===== src/rtl/io_pkg.sv =====
// io_pkg: shared definitions for IO-window bus responders (register offsets, STATUS bits, UART FSM states).
// Latency: n/a (declarations only).
// Backpressure: n/a.
// Optional: IO_UART_TX_PARITY_EN adds the PARITY state to the transmitter state type.
package io_pkg;

  // Base of the CPU IO window; responders sit at fixed addresses inside it.
  localparam logic [15:0] IO_BASE = 16'h1000;

  // Register offsets from a responder's base address.
  localparam logic [1:0] OFS_DATA   = 2'd0;
  localparam logic [1:0] OFS_STATUS = 2'd1;
  localparam logic [1:0] OFS_DIV_LO = 2'd2;
  localparam logic [1:0] OFS_DIV_HI = 2'd3;

  // STATUS register bit positions.
  localparam int STAT_BUSY    = 0;
  localparam int STAT_FULL    = 1;
  localparam int STAT_EMPTY   = 2;
  localparam int STAT_OVF     = 3;
  localparam int STAT_PAR_ODD = 4;

  typedef enum logic [2:0] {
    S_IDLE,
    S_START,
    S_DATA,
`ifdef IO_UART_TX_PARITY_EN
    S_PARITY,
`endif
    S_STOP
  } txState_t;

endpackage


===== src/rtl/io_uart_tx_if.sv =====
// io_uart_tx_if: CPU data-memory/IO bus as seen by one register-mapped responder.
// Latency: n/a (wiring only); rdata is registered inside the responder.
// Backpressure: none; the bus has no wait states.
// Signals: addr[15:0], wdata[7:0], we, re (IO-qualified strobes), rdata[7:0] (held until next addressed read).
interface io_uart_tx_if;
  logic [15:0] addr;
  logic [7:0]  wdata;
  logic        we;
  logic        re;
  logic [7:0]  rdata;

  modport master (output addr, output wdata, output we, output re, input rdata);
  modport slave  (input addr, input wdata, input we, input re, output rdata);
endinterface


===== src/rtl/sync_fifo.sv =====
// sync_fifo: single-clock FIFO, WIDTH bits x DEPTH entries (DEPTH a power of two, >= 2), show-ahead read.
// Latency: a pushed word is visible on popData (and empty drops) one edge after the push.
// Backpressure: push while full and pop while empty are ignored; the caller watches full/empty.
// Ports: clk, rst_n (async active-low), push/pushData, pop/popData, full, empty.
module sync_fifo #(
  parameter int WIDTH = 8,
  parameter int DEPTH = 4
) (
  input  logic             clk,
  input  logic             rst_n,
  input  logic             push,
  input  logic [WIDTH-1:0] pushData,
  input  logic             pop,
  output logic [WIDTH-1:0] popData,
  output logic             full,
  output logic             empty
);

  localparam int AW = $clog2(DEPTH);
  // One extra pointer bit tells full (wrapped once) from empty (equal).
  localparam logic [AW:0] PTR_ONE = 1;

  logic [WIDTH-1:0] mem [DEPTH];
  logic [AW:0]      wrPtr;
  logic [AW:0]      rdPtr;
  logic             doPush;
  logic             doPop;

  assign full    = (wrPtr[AW] != rdPtr[AW]) && (wrPtr[AW-1:0] == rdPtr[AW-1:0]);
  assign empty   = (wrPtr == rdPtr);
  assign doPush  = push && !full;
  assign doPop   = pop && !empty;
  assign popData = mem[rdPtr[AW-1:0]];

  always_ff @(posedge clk or negedge rst_n) begin
    if (!rst_n) begin
      wrPtr <= '0;
      rdPtr <= '0;
    end else begin
      if (doPush) wrPtr <= wrPtr + PTR_ONE;
      if (doPop)  rdPtr <= rdPtr + PTR_ONE;
    end
  end

  // Storage needs no reset; empty/full come from the pointers only.
  always_ff @(posedge clk) begin
    if (doPush) mem[wrPtr[AW-1:0]] <= pushData;
  end

endmodule


===== src/rtl/io_uart_tx.sv =====
// io_uart_tx: memory-mapped 8N1 UART transmitter (DATA/STATUS/DIV_LO/DIV_HI at BASE_ADDR..+3), LSB first.
// Latency: a byte written to an idle, empty block puts the start bit on tx two edges after the write edge.
// Backpressure: none on the bus; a DATA write to a full FIFO is dropped and sets sticky STATUS.overflow.
// Ports: clk, rst_n (async active-low), bus (io_uart_tx_if.slave), tx (serial out, idle high),
//        irq (high while FIFO empty and shifter idle). tx, irq and bus.rdata are registered.
// Optional: define IO_UART_TX_PARITY_EN for a parity bit before stop (11-bit frame) and STATUS bit4 parity_odd.
module io_uart_tx
  import io_pkg::*;
#(
  parameter logic [15:0] BASE_ADDR   = 16'h1004,
  parameter int          FIFO_DEPTH  = 4,
  parameter logic [15:0] DEFAULT_DIV = 16'd433
) (
  input  logic        clk,
  input  logic        rst_n,
  io_uart_tx_if.slave bus,
  output logic        tx,
  output logic        irq
);

  // ---------------- Address decode ----------------
  logic [15:0] regOfs;
  logic        inMap;
  logic [1:0]  regSel;
  logic        wrData;
  logic        wrDivLo;
  logic        wrDivHi;
  logic        rdHit;
  logic        rdStatus;

  // Subtracting the base folds the range check into "upper offset bits are zero".
  assign regOfs   = bus.addr - BASE_ADDR;
  assign inMap    = (regOfs[15:2] == 14'd0);
  assign regSel   = regOfs[1:0];
  assign wrData   = bus.we && inMap && (regSel == OFS_DATA);
  assign wrDivLo  = bus.we && inMap && (regSel == OFS_DIV_LO);
  assign wrDivHi  = bus.we && inMap && (regSel == OFS_DIV_HI);
  assign rdHit    = bus.re && inMap;
  assign rdStatus = rdHit && (regSel == OFS_STATUS);

  // ---------------- Byte FIFO ----------------
  logic       fifoFull;
  logic       fifoEmpty;
  logic       fifoPop;
  logic [7:0] fifoPopData;

  sync_fifo #(.WIDTH(8), .DEPTH(FIFO_DEPTH)) uFifo (
    .clk      (clk),
    .rst_n    (rst_n),
    .push     (wrData),
    .pushData (bus.wdata),
    .pop      (fifoPop),
    .popData  (fifoPopData),
    .full     (fifoFull),
    .empty    (fifoEmpty)
  );

  // ---------------- Registers ----------------
  txState_t    state;
  logic [15:0] divisor;
  logic        overflow;
  logic [7:0]  rdataQ;
  logic [7:0]  statusByte;
  logic [7:0]  readMux;
`ifdef IO_UART_TX_PARITY_EN
  logic        parityOdd;
  logic        dataPar;
  logic        wrStatus;

  assign wrStatus = bus.we && inMap && (regSel == OFS_STATUS);
`endif

  always_comb begin
    statusByte              = '0;
    statusByte[STAT_BUSY]   = (state != S_IDLE);
    statusByte[STAT_FULL]   = fifoFull;
    statusByte[STAT_EMPTY]  = fifoEmpty;
    statusByte[STAT_OVF]    = overflow;
`ifdef IO_UART_TX_PARITY_EN
    statusByte[STAT_PAR_ODD] = parityOdd;
`endif
  end

  always_comb begin
    readMux = '0;
    case (regSel)
      OFS_STATUS: readMux = statusByte;
      OFS_DIV_LO: readMux = divisor[7:0];
      OFS_DIV_HI: readMux = divisor[15:8];
      default:    readMux = '0;
    endcase
  end

  always_ff @(posedge clk or negedge rst_n) begin
    if (!rst_n) begin
      divisor   <= DEFAULT_DIV;
      overflow  <= 1'b0;
      rdataQ    <= '0;
`ifdef IO_UART_TX_PARITY_EN
      parityOdd <= 1'b0;
`endif
    end else begin
      if (wrDivLo) divisor[7:0]  <= bus.wdata;
      if (wrDivHi) divisor[15:8] <= bus.wdata;
      // A new overflow wins over a clearing STATUS read on the same edge,
      // so the event is never lost; the read still returns the old value.
      if (wrData && fifoFull) overflow <= 1'b1;
      else if (rdStatus)      overflow <= 1'b0;
      if (rdHit) rdataQ <= readMux;
`ifdef IO_UART_TX_PARITY_EN
      if (wrStatus) parityOdd <= bus.wdata[STAT_PAR_ODD];
`endif
    end
  end

  assign bus.rdata = rdataQ;

  // ---------------- Serialiser ----------------
  logic [7:0]  shiftReg;
  logic [2:0]  bitCnt;
  logic [15:0] baudCnt;
  logic        bitDone;
  logic        lineBit;

  assign bitDone = (baudCnt == 16'd0);
  // Pop from IDLE, or straight out of a finishing stop bit so back-to-back
  // frames have no idle gap.
  assign fifoPop = !fifoEmpty && ((state == S_IDLE) || ((state == S_STOP) && bitDone));

  always_comb begin
    lineBit = 1'b1;
    case (state)
      S_START:  lineBit = 1'b0;
      S_DATA:   lineBit = shiftReg[0];
`ifdef IO_UART_TX_PARITY_EN
      S_PARITY: lineBit = dataPar ^ parityOdd;
`endif
      default:  lineBit = 1'b1;
    endcase
  end

  always_ff @(posedge clk or negedge rst_n) begin
    if (!rst_n) begin
      state    <= S_IDLE;
      shiftReg <= '0;
      bitCnt   <= '0;
      baudCnt  <= '0;
      tx       <= 1'b1;
      irq      <= 1'b1;
`ifdef IO_UART_TX_PARITY_EN
      dataPar  <= 1'b0;
`endif
    end else begin
      // tx follows the state one edge later, giving the two-edge write-to-start latency.
      tx  <= lineBit;
      irq <= fifoEmpty && (state == S_IDLE);
      if (fifoPop) begin
        shiftReg <= fifoPopData;
        baudCnt  <= divisor;
        state    <= S_START;
`ifdef IO_UART_TX_PARITY_EN
        dataPar  <= ^fifoPopData;
`endif
      end else if (state != S_IDLE) begin
        if (!bitDone) begin
          baudCnt <= baudCnt - 16'd1;
        end else begin
          // Every bit start reloads the live divisor, so a mid-frame divisor
          // write applies from the next bit onward.
          baudCnt <= divisor;
          case (state)
            S_START: begin
              state  <= S_DATA;
              bitCnt <= 3'd0;
            end
            S_DATA: begin
              shiftReg <= {1'b0, shiftReg[7:1]};
              bitCnt   <= bitCnt + 3'd1;
              if (bitCnt == 3'd7) begin
`ifdef IO_UART_TX_PARITY_EN
                state <= S_PARITY;
`else
                state <= S_STOP;
`endif
              end
            end
`ifdef IO_UART_TX_PARITY_EN
            S_PARITY: state <= S_STOP;
`endif
            default: state <= S_IDLE;  // stop bit done, nothing queued
          endcase
        end
      end
    end
  end

endmodule


===== src/flat_wrapper.sv =====
// flat-port wrapper written by rule: the top's interface ports become plain ports
module io_uart_tx_flat import io_pkg::*;
#(
  parameter logic [15:0] BASE_ADDR   = 16'h1004,
  parameter int          FIFO_DEPTH  = 4,
  parameter logic [15:0] DEFAULT_DIV = 16'd433
)
  (clk, rst_n, tx, irq, bus_addr, bus_wdata, bus_we, bus_re, bus_rdata);
  io_uart_tx_if bus_i ();
  input  logic clk;
  input  logic rst_n;
  output logic tx;
  output logic irq;
  input wire logic [$bits(bus_i.addr)-1:0] bus_addr;
  input wire logic [$bits(bus_i.wdata)-1:0] bus_wdata;
  input wire logic [$bits(bus_i.we)-1:0] bus_we;
  input wire logic [$bits(bus_i.re)-1:0] bus_re;
  output wire logic [$bits(bus_i.rdata)-1:0] bus_rdata;
  assign bus_i.addr = bus_addr;
  assign bus_i.wdata = bus_wdata;
  assign bus_i.we = bus_we;
  assign bus_i.re = bus_re;
  assign bus_rdata = bus_i.rdata;
  io_uart_tx #(.BASE_ADDR(BASE_ADDR), .FIFO_DEPTH(FIFO_DEPTH), .DEFAULT_DIV(DEFAULT_DIV)) u_core (.clk(clk), .rst_n(rst_n), .bus(bus_i), .tx(tx), .irq(irq));
endmodule

===== config.mk =====
export PLATFORM = sky130hd
export DESIGN_NAME = io_uart_tx_flat
export DESIGN_NICKNAME = d
export VERILOG_FILES = /design/src/rtl/io_pkg.sv /design/src/rtl/io_uart_tx_if.sv /design/src/rtl/sync_fifo.sv /design/src/rtl/io_uart_tx.sv /design/src/flat_wrapper.sv
export SDC_FILE = /design/constraint.sdc
export NUM_CORES = 1
export LEC_CHECK = 0
export CAP_MARGIN = 10
export CORE_MARGIN = 4
export CORE_UTILIZATION = 30
export CTS_CLUSTER_SIZE = 8
export DETAILED_ROUTE_END_ITERATION = 7
export PLACE_DENSITY = 0.49
export SLEW_MARGIN = 40
export SYNTH_ARGS = -nofsm -noshare
export SYNTH_HDL_FRONTEND = slang
export SYNTH_SLANG_ARGS = --single-unit

===== constraint.sdc =====
create_clock -name clk -period 2.2 [get_ports clk]
set_input_delay 0.44 -clock clk [delete_from_list [all_inputs] [get_ports clk]]
set_output_delay 0.44 -clock clk [all_outputs]
set_load 0.01 [all_outputs]

# After elaboration in Yosys (flattened, before gate mapping)
# Memory sizes are Yosys's and may differ from the RTL's.
# Cells that the tools add are included.
[word_totals] romBits=0 ff_bits=63 wordCells=78 n_memories=1 out_inout_bits=10 latch_bits=0 ramBits=32 inputBits=28
[memory_table] memory="u_core.uFifo.mem" depth=4 word_bits=8 rd=1 rd_ports_with_merged_regs=0 wr=1 line="sync_fifo.sv:23" text="logic [WIDTH-1:0] mem [DEPTH];"
[classes] div=0 bitwise=1 magnitude_cmp=0 add_sub_neg=5 reduce_logical=29 eq_ne=11 n_mul=0 mux=19 shifts=0
[ops] cell="$mux 16" count=3
[ops] cell="$mux 8" count=4
[ops] cell="$pmux 8 s3" count=1
[ops] cell="$logic_not 16->1" count=1
[ops] cell="$sub 16x1->16 const B" count=1
[ops] cell="$sub 16x13->16 const B" count=1
[ops] cell="$logic_not 14->1" count=1
[ops] cell="$logic_and 1x1->1" count=13
[ops] cell="$mux 3" count=4
[ops] cell="$pmux 3 s2" count=2
[ops] cell="$reduce_bool 2->1" count=5
[ops] cell="$add 3x1->3 const B" count=3
[ops] cell="$eq 3x2->1 const B" count=2
[ops] cell="$reduce_and 3->1" count=2
[ops] cell="$eq 2x2->1 const B" count=2
[ops] cell="$mux 1" count=4
[ops] cell="$reduce_and 4->1" count=1
[ops] cell="$eq 3x1->1 const B" count=1
[ops] cell="$eq 3x3->1" count=1
[ops] cell="$eq 3x3->1 const B" count=1
[ops] cell="$logic_not 3->1" count=1
[ops] cell="$ne 3x2->1 const B" count=1
[ops] cell="$reduce_bool 3->1" count=1
[ops] cell="$eq 2x1->1 const B" count=1
[ops] cell="other kinds (7)" count=8

# Longest topological paths before layout
[logic_depth] word_depth=7 mapped_depth=9 depth_no_buf=7

# Modules after synthesis
# A second synthesis with hierarchy kept.
[hier_totals] hier_cells=390 area_unflattened_um2=4768.3
[modules_own_cells] mod="io_uart_tx" seq_area_each_um2=1410.1 cells_per_inst=297 area_each_um2=3084.2 n_inst=1
[modules_own_cells] mod="sync_fifo" seq_area_each_um2=1111.1 cells_per_inst=93 area_each_um2=1684.1 n_inst=1

# Least setup slack after synthesis
# No wires, ideal clock.
[synth_timing] path_kind="register to register" start="reg u_core.baudCnt[0]" end="reg u_core.state[1]" stages_incl_launch_ff=8 path_slack_ps=-190 setup_ps=125 required_ps=2075 t_arrival_ps=2266 path_buffers=0 period_less_slack_ps=2390 path_cell_list="dfrtp_1 -> inv_1 -> ha_1 -> or3b_2 -> nor3_1 -> nand2_1 -> o21ai_0 -> mux2_2"
[synth_between] elab_chain_len=6 elab_cells_between_ends=9 cone_classes="eq/ne: 1; mux: 1; reduce/logical: 7"
[synth_rtl] element="start, declared" line="io_uart_tx.sv:121" text="logic [15:0] baudCnt;"
[synth_rtl] element="start signal, assigned" line="io_uart_tx.sv:159" text="baudCnt <= divisor;"
[synth_rtl] element="start signal, assigned" line="io_uart_tx.sv:166" text="baudCnt <= baudCnt - 16'd1;"
[synth_rtl] element="start signal, assigned" line="io_uart_tx.sv:170" text="baudCnt <= divisor;"
[synth_rtl] element="$logic_not 16->1 *" line="io_uart_tx.sv:125" text="assign bitDone = (baudCnt == 16'd0);"
[synth_rtl] element="$logic_and 1x1->1" line="io_uart_tx.sv:128" text="assign fifoPop = !fifoEmpty && ((state == S_IDLE) || ((state == S_STOP) && bitDone));"
[synth_rtl] element="$logic_or 1x1->1" line="io_uart_tx.sv:128"
[synth_rtl] element="$logic_and 1x1->1" line="io_uart_tx.sv:128"
[synth_rtl] element="$ne 3x2->1 (no line) / $reduce_bool 2->1 (equally long branches)"
[synth_rtl] element="$reduce_and 3->1 (no line)"
[synth_rtl] element="end signal, assigned" line="io_uart_tx.sv:144" text="state <= S_IDLE;"
[synth_rtl] element="end signal, assigned" line="io_uart_tx.sv:160" text="state <= S_START;"
[synth_rtl] element="end signal, assigned" line="io_uart_tx.sv:173" text="state <= S_DATA;"
[synth_rtl] element="end, declared" line="io_uart_tx.sv:59" text="txState_t state;"
# Mark *: on every way between the ends. The rest lies on a longest branch, timed or not.
# A chain may end at the register's enable or synchronous reset.

# Worst setup path after layout
[layout_timing] start="reg u_core.baudCnt[10]" end="reg u_core.baudCnt[9]"
[layout_between] elab_chain_len=5 elab_cells_between_ends=8 cone_classes="mux: 3; reduce/logical: 5"
[layout_rtl] element="$logic_not 16->1 *" line="io_uart_tx.sv:125"
[layout_rtl] element="$logic_and 1x1->1" line="io_uart_tx.sv:128"
[layout_rtl] element="$logic_or 1x1->1" line="io_uart_tx.sv:128"
[layout_rtl] element="$logic_and 1x1->1" line="io_uart_tx.sv:128"
[layout_rtl] element="$mux 16 / $reduce_bool 2->1 (equally long branches)"
# Mark *: on every way between the ends. The rest lies on a longest branch, timed or not. The select of a mux whose other input is x is not followed.

==> summary.txt <==
Status
  – Outcome: finished, final reports clean

Die
  – Core area: 14800 um2
  – Initial Utilization: 31.1%
  – # IOs: 38
  – Row cnt: 44
  – Chip width: 132 um
  – Chip height: 132 um
  – Die area: 17300 um2

Worst setup path
  – Critical Path Max Stage Delay: 0.55 ns
  – Startpoint type of the worst setup path: register
  – Critical-path cell list: or4_4, or3_4, o31ai_1, buf_4, nor2b_1, nor3_1
  – Crit path kind: register to register
  – WP data required: 2.44 ns
  – Worst path arrival time: 2.40 ns
  – Worst Path Buf+Inv: 1
  – CP max-delay cell: or4_4
  – CP endpoint kind: register
  – Crit path max-delay family: simple AND/OR/NAND/NOR gates
  – Crit Path Max Fanout: 11
  – Flop2flop setup slack: 0.04 ns

Min path
  – HP Class: input port to async pin

Finish
  – Final #Nets: 489
  – Final Cell Area: 5920 um2
  – Share of post-route cells with drive strength above 1: 28.2%
  – Area Growth Syn to Fin: 29.0%
  – Antenna cells: 0
  – Post-layout util: 40.1%

Place
  – Placement Setup Slack: -0.351 ns
  – Area after DPL: 5520 um2
  – Placer Congestion: 0.817
  – DPL Wire Length: 7830 um
  – PortBufs: 37

Logic synthesis
  – Top cells by count, synth: dfrtp_1, nand2_1, edfxtp_1
  – Yosys cell types: 52
  – Post-synth EDFFs: 32
  – Largest cells by area after synthesis: dfrtp_1, edfxtp_1, mux2_2, dfstp_2, mux4_2
  – Avg Cell Area, Syn: 12.4 um2
  – Ys async rst share: 66.0%
  – YS warnings: 0
  – Post-Syn Instances: 370
  – Primary FF master, synth: dfrtp_1
  – Synthesized flop and latch total: 94
  – Syn Std Cell Area: 4590 um2
  – Count leader, synth: dfrtp_1
  – Post-Syn Nets: 410
  – Yosys top cell area share: 30.0%
  – Biggest area consumer among synthesized cells: dfrtp_1
  – Sequential share of the synthesized area: 54.9%

Global routing
  – Largest net degree at the start of global routing: 63
  – Initial antenna violation count: 0
  – Tot GR Track Use: 12.9%
  – First-pass GRT wire length: 17900 um
  – Vias in the first global route: 3377
  – Gr ovfl total: 0

Timing
  – Rel. slew slack: 73.6%
  – Tightest Pin Transition: 0.386 ns
  – Post-route minimum period: 2.16 ns
  – Highest clock rate: 463 MHz
  – RSZ-0062 raised after global routing: yes
  – Final Setup Violations: 0
  – Period utilisation layout: 98.2%
  – Final worst-path setup slack: 0.0397 ns
  – Hold Vio Cnt, Final: 0
  – Setup Skew: 0.00738 ns
  – Final Max Tran Viols: 0

Route
  – Total number of vias: 3168
  – DRC viols: 0
  – 1st-pass router iterations: 4
  – Avg Vias per Cell: 4.97
  – Antenna Nets Post-Route: 0
  – Initial DRC Count: 145
  – WL per Instance: 17.1 um
  – WL final: 10900 um

Pwr
  – Max VDD drop: 337 uV
  – Pint: 3.36 mW
  – Overall power: 4.83 mW
  – Net Switching: 1.47 mW
  – Part of the power in combinational logic: 21.8%
  – Pwr dens: 816 nW/um2
  – Proportion of power drawn by the clock network: 31.6%
  – Sw Share: 30.4%
  – Sequential share of power: 46.5%
  – Pleak: 2.33 nW

Clocking
  – CTS Sinks: 94
  – H-tree Lvls: 3
  – CTS tree: done
  – TritonCTS Buffers: 9
  – Worst-Skew Late Latency: 0.35 ns
  – Hold buffers post-CTS: 0
  – Clock transition at path regs: 0.07 ns
  – Clock buffer depth: 2
  – CTS Root Cell: clkbuf_16

Job
  – # Max-Cap Violations: 0
-- path summary, 6_finish.rpt --
path                                                   start                           endpoint  depth (start not counted)
setup reg to reg              u_core.baudCnt[10]$_DFFE_PN0P_      u_core.baudCnt[9]$_DFFE_PN0P_                          6
min in group clk           u_core.uFifo.wrPtr[2]$_DFFE_PN0P_  u_core.uFifo.wrPtr[2]$_DFFE_PN0P_                          1
max in group asynchronous                              rst_n                u_core.tx$_DFF_PN1_                          2
hold reg to reg            u_core.uFifo.wrPtr[2]$_DFFE_PN0P_  u_core.uFifo.wrPtr[2]$_DFFE_PN0P_                          1
setup / recovery              u_core.baudCnt[10]$_DFFE_PN0P_      u_core.baudCnt[9]$_DFFE_PN0P_                          6
hold / removal                                         rst_n      u_core.divisor[6]$_DFFE_PN0P_                          2
-- registers in the layout, summed over array words and instances (netlist names) --
signal,cells
u_core.baudCnt,16
u_core.bitCnt,3
u_core.bus.rdata,8
u_core.divisor,16
u_core.irq,1
u_core.overflow,1
u_core.shiftReg,8
u_core.state,2
u_core.tx,1
u_core.uFifo.mem,32
u_core.uFifo.rdPtr,3
u_core.uFifo.wrPtr,3
-- power by group through the flow --
| stage | combinational, mW | sequential [mW] | clock (mW) |
|---|---|---|---|
| after CTS | 1.03 | 2.23 | 1.58 |
| after detailed placement | 1.00 | 2.26 | 0 |
| after global routing | 1.18 | 2.27 | 1.64 |
| final | 1.05 | 2.25 | 1.53 |
| after floorplan | 0.584 | 2.24 | 0 |
| after global placement | 0.964 | 2.25 | 0 |
-- routing by layer --
metal / global-route usage, % / vias up / share of wire, %
met5: 0 / - / 0
met1: 17.9 / 1557 / 48
li1: - / 1530 / -
met4: 5.89 / 0 / 2.7
met2: 19.8 / 63 / 47
met3: 2.10 / 18 / 2.4
-- what timing repair did --
item                                   CTS  global route
resized for setup                        5            14
endpoints found under the hold margin    0             0
buffers inserted                         0             3
setup endpoints to repair               13            70
pin swaps                                0             6
gates cloned                             0             2
-- through the flow --
step | hold WS [ns] | TNS [ns] | instances
4_1_cts | 0.107 | 0 | 633
3_3_place_gp | 0.477 | -11.57 | 617
3_5_place_dp | 0.476 | -12.85 | 617
6_report | 0.103 | 0 | 638
2_1_floorplan | 0.144 | -0.535 | 370
5_1_grt | 0.128 | -0.853 | 638
-- layout make-up --
type	count	area [um2]
Timing Repair Buffer	82	796
Fill cell	1444	8830
Tap cell	184	230
Multi-Input combinational cell	247	2030
Sequential cell	94	2520
Inverter	15	56.3
Clock inverter	7	65.1
Clock buffer	9	225
-- logic make-up after synthesis --
group,after synthesis,share of synthesized area [%]
AO/OA/AOI/OAI,60,8.75
flip-flops,94,54.9
adder cells (fa/ha/maj),12,3.27
multiplexers,55,15.1
AND/OR/NAND/NOR,105,12.2
buffers and inverters,29,2.81
XOR/XNOR,15,2.86
-- cells in the final DEF (no fill, tap or decap), drive strengths merged, types with 7 or more instances in the layout --
cell type and n:
nor4 7, a21oi 7, edfxtp 32, mux2 31, clkbuf 9, nor2b 7
dfstp 7, nor3 12, dfrtp 55, buf 46, nand3 7, o21ai 25
nand2 36, mux4 8, xnor2 10, inv 19, clkdlybuf4s50 36, mux2i 16
ha 12
Note: power is estimated with default switching activity, not from simulation.
